===== src/rtl/i2c_txn_sequencer.sv =====
// i2c_txn_sequencer: turns one host register-access command into the ordered
// START / WRITE / READ / STOP op-code stream for a byte-level I2C master and
// returns a single response carrying read data and a timeout error flag.
module i2c_txn_sequencer #(
    parameter int unsigned TIMEOUT = 20000
) (
    input  logic        clk,
    input  logic        reset,
    input  logic        cmd_valid,
    output logic        cmd_ready,
    input  logic        cmd_rw,
    input  logic [6:0]  cmd_dev_addr,
    input  logic [7:0]  cmd_reg_addr,
    input  logic [1:0]  cmd_len,
    input  logic [31:0] cmd_wdata,
    output logic        rsp_valid,
    output logic        rsp_err,
    output logic [31:0] rsp_rdata,
    output logic        busy,
    output logic        i2c_enable,
    output logic        i2c_start,
    output logic        i2c_stop,
    output logic [7:0]  tx_data,
    input  logic        tx_ready,
    input  logic        tx_done,
    input  logic        rx_done,
    input  logic [7:0]  rx_data
);

    localparam int unsigned CNT_W = (TIMEOUT > 1) ? $clog2(TIMEOUT) : 1;
    localparam int unsigned IDX_W = 3;

    typedef enum logic [2:0] {
        S_IDLE,
        S_ARM,
        S_ACCEPT,
        S_BYTE_WAIT,
        S_STOP_WAIT,
        S_DONE
    } state_e;

    // One master op: code bits plus the byte sent with START/WRITE.
    typedef struct packed {
        logic       start;
        logic       stop;
        logic [7:0] data;
    } op_t;

    state_e             state_q, state_d;
    logic [IDX_W-1:0]   idx_q, idx_d;
    logic [CNT_W-1:0]   cnt_q, cnt_d;
    logic               rw_q, rw_d;
    logic [6:0]         dev_q, dev_d;
    logic [7:0]         reg_q, reg_d;
    logic [1:0]         len_q, len_d;
    logic [31:0]        wdata_q, wdata_d;
    logic [31:0]        rdata_q, rdata_d;
    logic               rsp_valid_q, rsp_valid_d;
    logic               rsp_err_q, rsp_err_d;
    logic               en_q, en_d;
    logic               start_q, start_d;
    logic               stop_q, stop_d;
    logic [7:0]         txd_q, txd_d;

    op_t                nxt_op;
    logic               timeout;
    logic               abort;
    logic               in_wait;
    logic               cur_is_read;
    logic               cur_is_stop;
    logic [1:0]         ridx;

    // Op list lookup: index -> code and byte for the latched command.
    function automatic op_t op_decode(
        input logic [IDX_W-1:0] idx,
        input logic             rw,
        input logic [6:0]       dev,
        input logic [7:0]       ra,
        input logic [1:0]       len,
        input logic [31:0]      wdata
    );
        op_t        op;
        logic [1:0] bsel;
        op   = '0;
        bsel = 2'(idx - 3'd2);
        if (idx == 3'd0) begin
            op.start = 1'b1;
            op.data  = {dev, 1'b0};
        end else if (idx == 3'd1) begin
            op.data = ra;
        end else if (!rw) begin
            if (idx <= 3'(len) + 3'd2) begin
                op.data = wdata[8*bsel +: 8];
            end else begin
                op.stop = 1'b1;
            end
        end else begin
            if (idx == 3'd2) begin
                op.start = 1'b1;
                op.data  = {dev, 1'b1};
            end else if (idx <= 3'(len) + 3'd3) begin
                op.start = 1'b1;
                op.stop  = 1'b1;
            end else begin
                op.stop = 1'b1;
            end
        end
        return op;
    endfunction

    assign nxt_op      = op_decode(idx_q + 3'd1, rw_q, dev_q, reg_q, len_q, wdata_q);
    assign timeout     = (cnt_q == CNT_W'(TIMEOUT - 1));
    assign in_wait     = (state_q == S_ARM) || (state_q == S_ACCEPT) ||
                         (state_q == S_BYTE_WAIT) || (state_q == S_STOP_WAIT);
    assign cur_is_read = start_q & stop_q;
    assign cur_is_stop = ~start_q & stop_q;
    assign ridx        = 2'(idx_q - 3'd3);

    // Next-state, op loading, read capture and wait-state timeout.
    always_comb begin
        state_d     = state_q;
        idx_d       = idx_q;
        rw_d        = rw_q;
        dev_d       = dev_q;
        reg_d       = reg_q;
        len_d       = len_q;
        wdata_d     = wdata_q;
        rdata_d     = rdata_q;
        rsp_valid_d = 1'b0;
        rsp_err_d   = 1'b0;
        en_d        = en_q;
        start_d     = start_q;
        stop_d      = stop_q;
        txd_d       = txd_q;
        abort       = 1'b0;
        cnt_d       = '0;

        case (state_q)
            S_IDLE: begin
                en_d    = 1'b0;
                start_d = 1'b0;
                stop_d  = 1'b0;
                txd_d   = 8'h00;
                if (cmd_valid) begin
                    rw_d    = cmd_rw;
                    dev_d   = cmd_dev_addr;
                    reg_d   = cmd_reg_addr;
                    len_d   = cmd_len;
                    wdata_d = cmd_wdata;
                    rdata_d = 32'h0;
                    idx_d   = '0;
                    en_d    = 1'b1;
                    start_d = 1'b1;
                    stop_d  = 1'b0;
                    txd_d   = {cmd_dev_addr, 1'b0};
                    state_d = S_ARM;
                end
            end
            S_ARM: begin
                if (tx_ready) begin
                    state_d = S_ACCEPT;
                end else if (timeout) begin
                    abort = 1'b1;
                end
            end
            S_ACCEPT: begin
                if (!tx_ready) begin
                    en_d = 1'b0;
                    if (cur_is_stop) begin
                        start_d = 1'b0;
                        stop_d  = 1'b0;
                        txd_d   = 8'h00;
                        state_d = S_STOP_WAIT;
                    end else begin
                        state_d = S_BYTE_WAIT;
                    end
                end else if (timeout) begin
                    abort = 1'b1;
                end
            end
            S_BYTE_WAIT: begin
                if (cur_is_read ? rx_done : tx_done) begin
                    if (cur_is_read) begin
                        rdata_d[8*ridx +: 8] = rx_data;
                    end
                    idx_d   = idx_q + 3'd1;
                    start_d = nxt_op.start;
                    stop_d  = nxt_op.stop;
                    txd_d   = nxt_op.data;
                    state_d = S_ARM;
                end else if (timeout) begin
                    abort = 1'b1;
                end
            end
            S_STOP_WAIT: begin
                if (tx_ready) begin
                    rsp_valid_d = 1'b1;
                    state_d     = S_DONE;
                end else if (timeout) begin
                    abort = 1'b1;
                end
            end
            S_DONE: begin
                state_d = S_IDLE;
            end
            default: begin
                state_d = S_IDLE;
            end
        endcase

        if (abort) begin
            rsp_valid_d = 1'b1;
            rsp_err_d   = 1'b1;
            en_d        = 1'b0;
            start_d     = 1'b0;
            stop_d      = 1'b0;
            txd_d       = 8'h00;
            state_d     = S_IDLE;
        end

        if ((state_d == state_q) && in_wait) begin
            cnt_d = cnt_q + CNT_W'(1);
        end
    end

    // State and datapath registers.
    always_ff @(posedge clk or posedge reset) begin
        if (reset) begin
            state_q     <= S_IDLE;
            idx_q       <= '0;
            cnt_q       <= '0;
            rw_q        <= 1'b0;
            dev_q       <= 7'h00;
            reg_q       <= 8'h00;
            len_q       <= 2'd0;
            wdata_q     <= 32'h0;
            rdata_q     <= 32'h0;
            rsp_valid_q <= 1'b0;
            rsp_err_q   <= 1'b0;
            en_q        <= 1'b0;
            start_q     <= 1'b0;
            stop_q      <= 1'b0;
            txd_q       <= 8'h00;
        end else begin
            state_q     <= state_d;
            idx_q       <= idx_d;
            cnt_q       <= cnt_d;
            rw_q        <= rw_d;
            dev_q       <= dev_d;
            reg_q       <= reg_d;
            len_q       <= len_d;
            wdata_q     <= wdata_d;
            rdata_q     <= rdata_d;
            rsp_valid_q <= rsp_valid_d;
            rsp_err_q   <= rsp_err_d;
            en_q        <= en_d;
            start_q     <= start_d;
            stop_q      <= stop_d;
            txd_q       <= txd_d;
        end
    end

    assign cmd_ready  = (state_q == S_IDLE);
    assign busy       = (state_q != S_IDLE);
    assign rsp_valid  = rsp_valid_q;
    assign rsp_err    = rsp_err_q;
    assign rsp_rdata  = rdata_q;
    assign i2c_enable = en_q;
    assign i2c_start  = start_q;
    assign i2c_stop   = stop_q;
    assign tx_data    = txd_q;

endmodule


===== config.mk =====
export PLATFORM = sky130hd
export DESIGN_NAME = i2c_txn_sequencer
export DESIGN_NICKNAME = d
export VERILOG_FILES = /design/src/rtl/i2c_txn_sequencer.sv
export SDC_FILE = /design/constraint.sdc
export NUM_CORES = 1
export LEC_CHECK = 0
export ABC_CLOCK_PERIOD_IN_PS = 3500
export BUFFER_PORTS_ARGS = -buffer_cell sky130_fd_sc_hd__clkbuf_2
export CORE_MARGIN = 3
export CORE_UTILIZATION = 40
export DETAILED_ROUTE_END_ITERATION = 12
export GPL_TIMING_DRIVEN = 0
export PLACE_DENSITY = 0.6
export SLEW_MARGIN = 5
export SYNTH_ARGS = -nofsm -noshare
export SYNTH_HDL_FRONTEND = slang
export SYNTH_SLANG_ARGS = --single-unit

===== constraint.sdc =====
create_clock -name clk -period 3.5 [get_ports clk]
set_clock_uncertainty 0.1 [all_clocks]
set_input_delay 0.35 -clock clk [delete_from_list [all_inputs] [get_ports clk]]
set_output_delay 0.35 -clock clk [all_outputs]
set_load 0.01 [all_outputs]

==> results of run 1 <==
-- layout make-up --
cell class                      instances  area share (%)
Sequential cell                       116            41.5
Clock buffer                           25            7.09
Multi-Input combinational cell        445            35.3
Inverter                               24            1.34
Timing Repair Buffer                  112            8.84
Clock inverter                          5           0.716
Tap cell                              176            3.15
Buffer                                 31            1.99
-- metal layers --
| metal | routed length, µm | part of all wire [%] | vias to the layer above | GRT usage (%) |
|---|---|---|---|---|
| met5 | 0 | 0 | - | 0 |
| met1 | 6560 | 44 | 2320 | 25.4 |
| li1 | - | - | 2348 | - |
| met2 | 7140 | 48 | 142 | 32.1 |
| met3 | 792 | 5.3 | 23 | 5.19 |
| met4 | 365 | 2.5 | 0 | 7.93 |
-- critical path: cells and delay by family (launching register included) --
kind | cells | cell delay, ps
AOI/OAI and AO/OA | 3 | 880
adders and majority gates | 2 | 650
DFF | 1 | 610
buffers and inverters | 2 | 500
and+or+nand+nor | 2 | 340
-- flip-flops by register name, summed over array words and instances, names as in the netlist --
signal      flops
cnt_q          15
dev_q           7
i2c_enable      1
i2c_start       1
i2c_stop        1
idx_q           3
len_q           2
reg_q           8
rsp_err         1
rsp_rdata      32
rsp_valid       1
rw_q            1
state_q         3
tx_data         8
wdata_q        32
-- stage by stage --
step	util (%)	cell area (µm²)	setup slack [ps]
CTS	52.0	6990	137
finish	52.0	6990	323
floorplan	-	5610	959
global placement	47.3	6370	183
detailed placement	47.8	6430	150
global route	52.0	6990	95.2
-- power by group --
| part | internal, mW | leakage, nW | switching (mW) |
|---|---|---|---|
| combinational | 0.837 | 1.71 | 1.27 |
| clock | 1.04 | 0.273 | 0.576 |
| sequential | 1.74 | 1.53 | 0.262 |
| total | 3.61 | 3.51 | 2.11 |
-- cell usage after synthesis (4+ instances only) --
library cell,n
o21ai_0,34
nor3_1,7
nand3_1,14
nand2_1,214
o21ai_1,5
xor2_1,11
a221o_1,6
o2bb2ai_1,7
a31oi_1,4
a21oi_1,20
inv_1,24
buf_2,11
dfrtp_1,116
a21boi_0,4
and3_1,10
mux4_2,8
nor2_1,30
clkbuf_1,18
ha_1,13
nand2b_1,4
o31ai_1,11
-- final timing paths --
check	slack (ps)	from	cells past startpoint	end
max	320	idx_q[0]	9	tx_data[5]
min reg2reg	370	wdata_q[13]	2	wdata_q[13]
max reg2reg	320	idx_q[0]	9	tx_data[5]
min	-10	reset	2	wdata_q[4]
min in group clk	20	cmd_wdata[11]	3	wdata_q[11]
max in group asynchronous	2450	reset	4	cnt_q[1]
-- kinds of logic after synthesis --
family	synth area share, %
buf+inv	4.07
flops	51.8
mux	3.60
xor+xnor	2.19
compound gates	12.2
simple gates	23.3
fa+ha+maj	2.90
-- what timing repair did --
item / in CTS / in global routing
endpoints found under the setup margin: 0 / 1
gates resized for setup: 0 / 2
hold buffers: 1 / 0
hold endpoints to repair: 1 / 0
==> run metrics, run 1 <==
Worst setup SP type flop; Rows 42; syn_nets about 700; die footprint between 15,000 and 20,000 µm²; Slew headroom 41.9%; initial DRC count 256; crit-path cells buf_2, inv_1, ha_1, ha_1, nor4bb_1, nor2_1, a21oi_1, a21oi_1, o2bb2ai_1; IO Count roughly 110; CTS Root Cell clkbuf_16; final net count 824; hpwl dp 10,900 µm; Clock Latency Late Sink 420 ps; clock sink count 116; initial antenna violation count 0; Seq cells post-synth between 100 and 150; fmax ~310 MHz; most frequent cells in the layout nand2_1, dfrtp_1, clkbuf_2, o21ai_0, nor2_1; critical-path maximum fanout 10; peak supply drop around 0.40 mV; I/O Buffers between 100 and 150; final WL 14,900 µm; TritonRoute pass-1 iters 4; minimum clock period after layout around 3200 ps; Async SR Flop Fraction 100%; Worst Path Class, Setup reg -> reg; Final Max Slew Viols 0; Initial Util a little over two fifths; core box area roughly 13,000 µm²; leakage about 3.5 nW; register area share after synthesis about half; GRT Total Usage between 15 and 20%; max-cap violations 0; synthesized instance count 616; Storage cell area ~2900 µm²; Worst-Margin Slew 870 ps; TritonCTS clock tree built; syn_area_per_cell between 9 and 10 µm²; arrival time worst endpoint ~3400 ps; diode count 0; Yosys top cell by area dfrtp_1; placed cells between 900 and 1,000; slowest CP cell dfrtp_1; DRC violations left 0; top cell type's share of synthesized area 51.8%; Netlist Area Pre-Place ~5600 µm²; FILL cells 1,327; Tcrit/Tclk final 90.8%; RSZ-0062 raised after global routing false; commonest non-fill, non-tap cell in the layout nand2_1; run status finished with violations; Pwr Density around 820 nW/µm²; ANT nets after route 0; Hold Worst Slack -10.1 ps; Setup Fix Bufs, Post-CTS 0; Syn-to-layout area delta 24.8%; WP data required roughly 3700 ps; final std cells w/o fill between 900 and 1,000; CP max stage delay between 600 and 700 ps; Worst-path clk slew 50 ps; number of flops mapped to enable cells by yosys 0; vias in the first global route roughly 4,900; CTS H-tree lvls 4; DR vias roughly 4,800; Ys Warns 0; largest net degree at the start of global routing 40; crit end category flop; multi-input logic area around 2500 µm²; layout cell share with drive strength beyond 1 around 22%; synth unique cells 50; gpl congestion slightly above 0.8; Die X ~120 µm; Main synth FF type dfrtp_1; Die Height around 120 µm; final hold violations 9; setup TNS 0 ps; first-pass GRT wire length approximately 24,000 µm; routed len/inst 15.9 µm; Clock Tree Buf Depth 2; CTS buffer count 17; synth top area cells dfrtp_1, nand2_1, mux4_2; grt ovf 0; # setup viols final 0; failing checks negative hold slack; drt via density ~5.2; Final Power around 5.7 mW; Hold/Removal Path Class in -> async
No activity file was read; power rests on OpenSTA's default activity.
==> inputs of run 2 (changes only) <==
Settings changed: BUFFER_PORTS_ARGS -buffer_cell sky130_fd_sc_hd__clkbuf_2 to default, DONT_BUFFER_PORTS from default to 1, PLACE_DENSITY 0.6 to 0.53.
==> run 2 against run 1 <==
Via count is 4.4% lower. First-iteration DRC count is 5.1% lower. Power is 0.70% lower. Final cell count is 5.1% lower. The run now ends clean. Clock power hardly changed. Combinational power is 5% lower. Non-clock buffer count is 50 lower. Cell area is 0.52% higher. Sequential power is 3% higher. Wire length is 1.5% higher.
==> run metrics, run 2 (same netlist as run 1, synthesis figures left out) <==
Worst-path clk slew ~50 ps; leakage ~3.3 nW; Worst setup SP type flop; Final Core Density between 50% and 60%; initial antenna violation count 0; Worst Path Class, Setup reg -> reg; DRC violations left 0; arrival time worst endpoint between 3000 and 4000 ps; final net count about 770; Slew headroom 62.6%; WP depth 9; Hold/Removal Path Class in -> reg; Final Max Slew Viols 0; IO Count around 110; RR Endpoint tx_data[7]; crit end category flop; gpl congestion between 0.8 and 0.9; Clock Latency Late Sink 420 ps; # setup viols final 0; final std cells w/o fill slightly below 900; critical-path maximum fanout 10; routed len/inst between 15 and 20 µm; final WL 15,100 µm; TritonRoute pass-1 iters 4; crit-path cells buf_2, inv_1, ha_1, ha_1, inv_1, o21ai_0, nand2_1, a2111oi_1, o31ai_1; TritonCTS clock tree built; initial DRC count between 200 and 250; Initial Util 41.6%; layout cell share with drive strength beyond 1 ~8.5%; grt ovf 0; CTS buffer count 17; DR vias between 4,000 and 5,000; max-cap violations 0; Tcrit/Tclk final 87.6%; Worst-Margin Slew approximately 560 ps; RSZ-0062 raised after global routing false; Rows 42; final hold violations 0; WP data required approximately 3700 ps; minimum clock period after layout around 3100 ps; slowest CP cell dfrtp_1; setup TNS 0 ps; clock sink count between 100 and 150; Pwr Density slightly above 800 nW/µm²; crit path from idx_q[0]; CTS H-tree lvls 4; worst reg-to-reg setup slack 430 ps; worst reg2reg path depth 9; CP top delay family compound AO/OA/AOI/OAI gates; fmax between 300 and 400 MHz; RR Startpoint idx_q[0]; hold path startpoint rx_data[0]; commonest non-fill, non-tap cell in the layout nand2_1; CP max stage delay 590 ps; first-pass GRT wire length around 25,000 µm; ANT nets after route 0; run status finished, final reports clean; CP bufs+invs 3; GRT Total Usage between 20% and 30%; Die Height roughly 120 µm; hpwl dp 10,600 µm; largest net degree at the start of global routing 39; placed cells between 700 and 800; CTS Root Cell clkbuf_16; drt via density ~5.2; Worst Setup EP tx_data[7]; Hold Worst Slack ~30 ps; vias in the first global route 4,774; peak supply drop between 0.3 and 0.4 mV; core box area about 13,000 µm²; Clock Tree Buf Depth 2; most frequent cells in the layout nand2_1, dfrtp_1, dlygate4sd3_1, o21ai_0, nor2_1; Syn-to-layout area delta 25.4%; Die X 124 µm; I/O Buffers 0; die footprint approximately 15,000 µm²; diode count 0
-- run 2: worst min path at each step --
| stage | endpoint | slack (ps) | depth (start not counted) |
|---|---|---|---|
| CTS | rsp_rdata[24] | 0.7 | 2 |
| global route | rsp_rdata[24] | 20 | 2 |
| finish | rsp_rdata[24] | 30 | 2 |
| global placement | wdata_q[14] | 350 | 2 |
| detailed placement | wdata_q[27] | 200 | 1 |
| floorplan | wdata_q[10] | 340 | 2 |
-- run 2: what timing repair did --
action                                 4_1_cts  5_1_grt
hold buffers                                59        0
gates resized for setup                      0        3
buffers inserted                             0        0
setup endpoints to repair                    0        1
endpoints found under the hold margin      102        0
-- run 2: cell type report --
cell class	instances	area, µm²
fill	1289	6430
multi-input combinational	445	2470
clock inverter	9	80.1
timing repair buffer	62	651
clock buffer	23	468
buffer	31	139
tap	176	220
sequential	116	2900
inverter	24	93.8
-- run 2: power breakdown --
| part | leakage, nW | switching [mW] | internal, mW | total (mW) |
|---|---|---|---|---|
| combinational | 1.48 | 1.21 | 0.795 | 2.01 |
| clock | 0.271 | 0.610 | 1.01 | 1.62 |
| sequential | 1.53 | 0.319 | 1.74 | 2.06 |
-- run 2: metrics by stage --
step	instance area [µm²]	setup WS, ps	power [mW]
after floorplan	5610	959	3.46
after global placement	5830	37.4	3.97
after detailed placement	5890	100	4.04
after CTS	7020	86.9	5.74
after global routing	7030	27.1	6.10
final	7030	434	5.68
-- run 2: routing by layer --
metal / track usage (%) / share of wire [%] / vias up
li1: - / - / 2238
met1: 25.4 / 44 / 2250
met2: 33.5 / 50 / 115
met3: 5.83 / 5.2 / 17
met4: 6.64 / 1.1 / 0
met5: 0 / 0 / -
==> inputs of run 3 (changes only) <==
Settings changed: ABC_AREA from default to 1.
==> run 3 against run 2 <==
Utilization grew 0.20 points. Largest power group is now combinational logic. Final cell count is 17% higher. Synthesized cell count up 23%. Largest cell class unchanged. Combinational power grew 20%. Critical endpoint is now tx_data[0]. Critical path type unchanged.
==> run metrics, run 3 <==
run status finished, final reports clean; placed cells 943; synth top area cells dfrtp_1, nand2_1, o21ai_0; syn_nets around 840; xor-xnor portion of the synthesized cell area 1.91%; Rows 43; top cell type's share of synthesized area roughly half; synth unique cells 34; Final Core Density between 50% and 60%; final std cells w/o fill slightly above 1,000; Final Power 6.11 mW; most common cell in the netlist nand2_1; CTS buffer count 17; Async SR Flop Fraction 100%; clock sink count about 120; RSZ-0062 raised after global routing false; Die Height about 130 µm; simple-gate portion of the synthesized area approximately 27%; largest net degree at the start of global routing 40; Pwr Density 821 nW/µm²; commonest non-fill, non-tap cell in the layout nand2_1; DR vias 5,236; GRT Max-Usage Layer met2; CTS H-tree lvls 4; met1 usage 24.7%; leakage between 3 and 4 nW; Clock Tree Buf Depth 2; Hold/Removal Path Class in -> reg; Slew headroom between 60% and 70%; Netlist Area Pre-Place a little under 6000 µm²; post-synthesis mux area share less than 1%; Seq cells post-synth ~120; Worst-path clk slew roughly 60 ps; I/O Buffers 0; Die X approximately 130 µm; Ys Warns 0; synthesized instance count 760; syn_area_per_cell between 7 and 8 µm²; Main synth FF type dfrtp_1; main combinational cell family by area after synthesis simple AND/OR/NAND/NOR gates; Syn-to-layout area delta 24.9%; Initial Util 42.0%; DRC violations left 0; crit end category flop; die footprint 16,400 µm²; IO Count ~110; TritonCTS clock tree built; CTS Root Cell clkbuf_16; register area share after synthesis about half; arrival time worst endpoint 3290 ps; layout cell share with drive strength beyond 1 a little under a tenth; TritonRoute pass-1 iters 5; Clock Latency Late Sink 410 ps; # setup viols final 0; grt ovf 0; Final Max Slew Viols 0; routed len/inst around 15 µm; hpwl dp ~12,000 µm; number of flops mapped to enable cells by yosys 0; Adder-Cell Fraction of Synth Area ~2.7%; Worst-Margin Slew approximately 590 ps; Yosys top cell by area dfrtp_1; fmax around 330 MHz; critical-path maximum fanout 11; post-synthesis compound-gate area fraction between 10% and 20%; final WL around 16,000 µm; WP data required roughly 3700 ps; met2 Usage GRT approximately 33%; final hold violations 0; drt via density 5.06; initial antenna violation count 0; gpl congestion 0.872; top cells by count, synth nand2_1, dfrtp_1, o21ai_0; max-cap violations 0; final net count ~920; peak supply drop 0.471 mV; Worst setup SP type flop; setup TNS 0 ps; core box area approximately 14,000 µm²; vias in the first global route ~5,300; GRT Total Usage around 20%; minimum clock period after layout ~3000 ps; ANT nets after route 0; diode count 0; GR Util met3 5.08%; first-pass GRT wire length ~26,000 µm; Tcrit/Tclk final between 80% and 90%; Worst Path Class, Setup reg -> reg; initial DRC count 312; most frequent cells in the layout nand2_1, dfrtp_1, o21ai_0, inv_1, nand3_1
[run 3: final cells by class]
| type | count | area [µm²] |
|---|---|---|
| plain buffers | 28 | 140 |
| multi-input cells | 519 | 2560 |
| clock buffers | 24 | 502 |
| repair buffers | 62 | 651 |
| inverters | 97 | 372 |
| fillers | 1353 | 6760 |
| flip-flops and latches | 116 | 2900 |
| well taps | 180 | 225 |
| clock inverters | 8 | 97.6 |
[run 3: kinds of logic after synthesis]
family	after synthesis
mux	1
xor+xnor	13
simple gates	370
compound gates	122
flops	116
fa+ha+maj	13
buf+inv	125
[run 3: report_power, final]
group          total (mW)  switching [mW]  internal [mW]
clock                1.74           0.598           1.14
sequential           1.97           0.224           1.74
combinational        2.41            1.62          0.787
[run 3: critical path: stages, from the launching register on]
cell	delay, ps
dfrtp_1	440
clkbuf_1	200
inv_1	150
clkbuf_1	460
ha_1	230
buf_2	210
inv_1	140
nor2_1	210
inv_1	140
buf_2	200
nand2_1	90
inv_1	40
nand2_1	60
nand4_1	110
o21ai_0	170
[run 3: per-stage QoR]
step                hold WS (ps)  setup WS, ps  instance area, µm²
floorplan                    325           987                5970
global placement             341           216                6190
detailed placement          95.3           151                6250
CTS                        0.801           131                7440
global route                6.47          34.5                7450
finish                      28.4           441                7450
[run 3: routing by layer]
| metal | vias up | part of all wire (%) | wire length (µm) |
|---|---|---|---|
| met5 | - | 0 | 0 |
| met4 | 0 | 1.8 | 276 |
| met3 | 20 | 4.9 | 758 |
| met2 | 129 | 49 | 7690 |
| met1 | 2484 | 44 | 6890 |
| li1 | 2603 | - | - |
[run 3: path summary, 6_finish.rpt]
path                           endpoint  startpoint  cells after the start  slack (ps)
setup / recovery             tx_data[0]    idx_q[0]                     14         440
hold / removal             rsp_rdata[9]  rx_data[1]                      2          30
setup reg to reg             tx_data[0]    idx_q[0]                     14         440
hold reg to reg                cnt_q[0]    cnt_q[0]                      1         360
max in group asynchronous      reg_q[6]       reset                      4        2300
min in group asynchronous  rsp_rdata[8]       reset                      2         280
[run 3: what timing repair did]
| action | CTS | global route |
|---|---|---|
| hold buffers | 59 | 0 |
| setup endpoints to repair | 0 | 7 |
| gates resized for setup | 0 | 3 |
| hold endpoints to repair | 158 | 0 |
| buffers inserted | 0 | 0 |
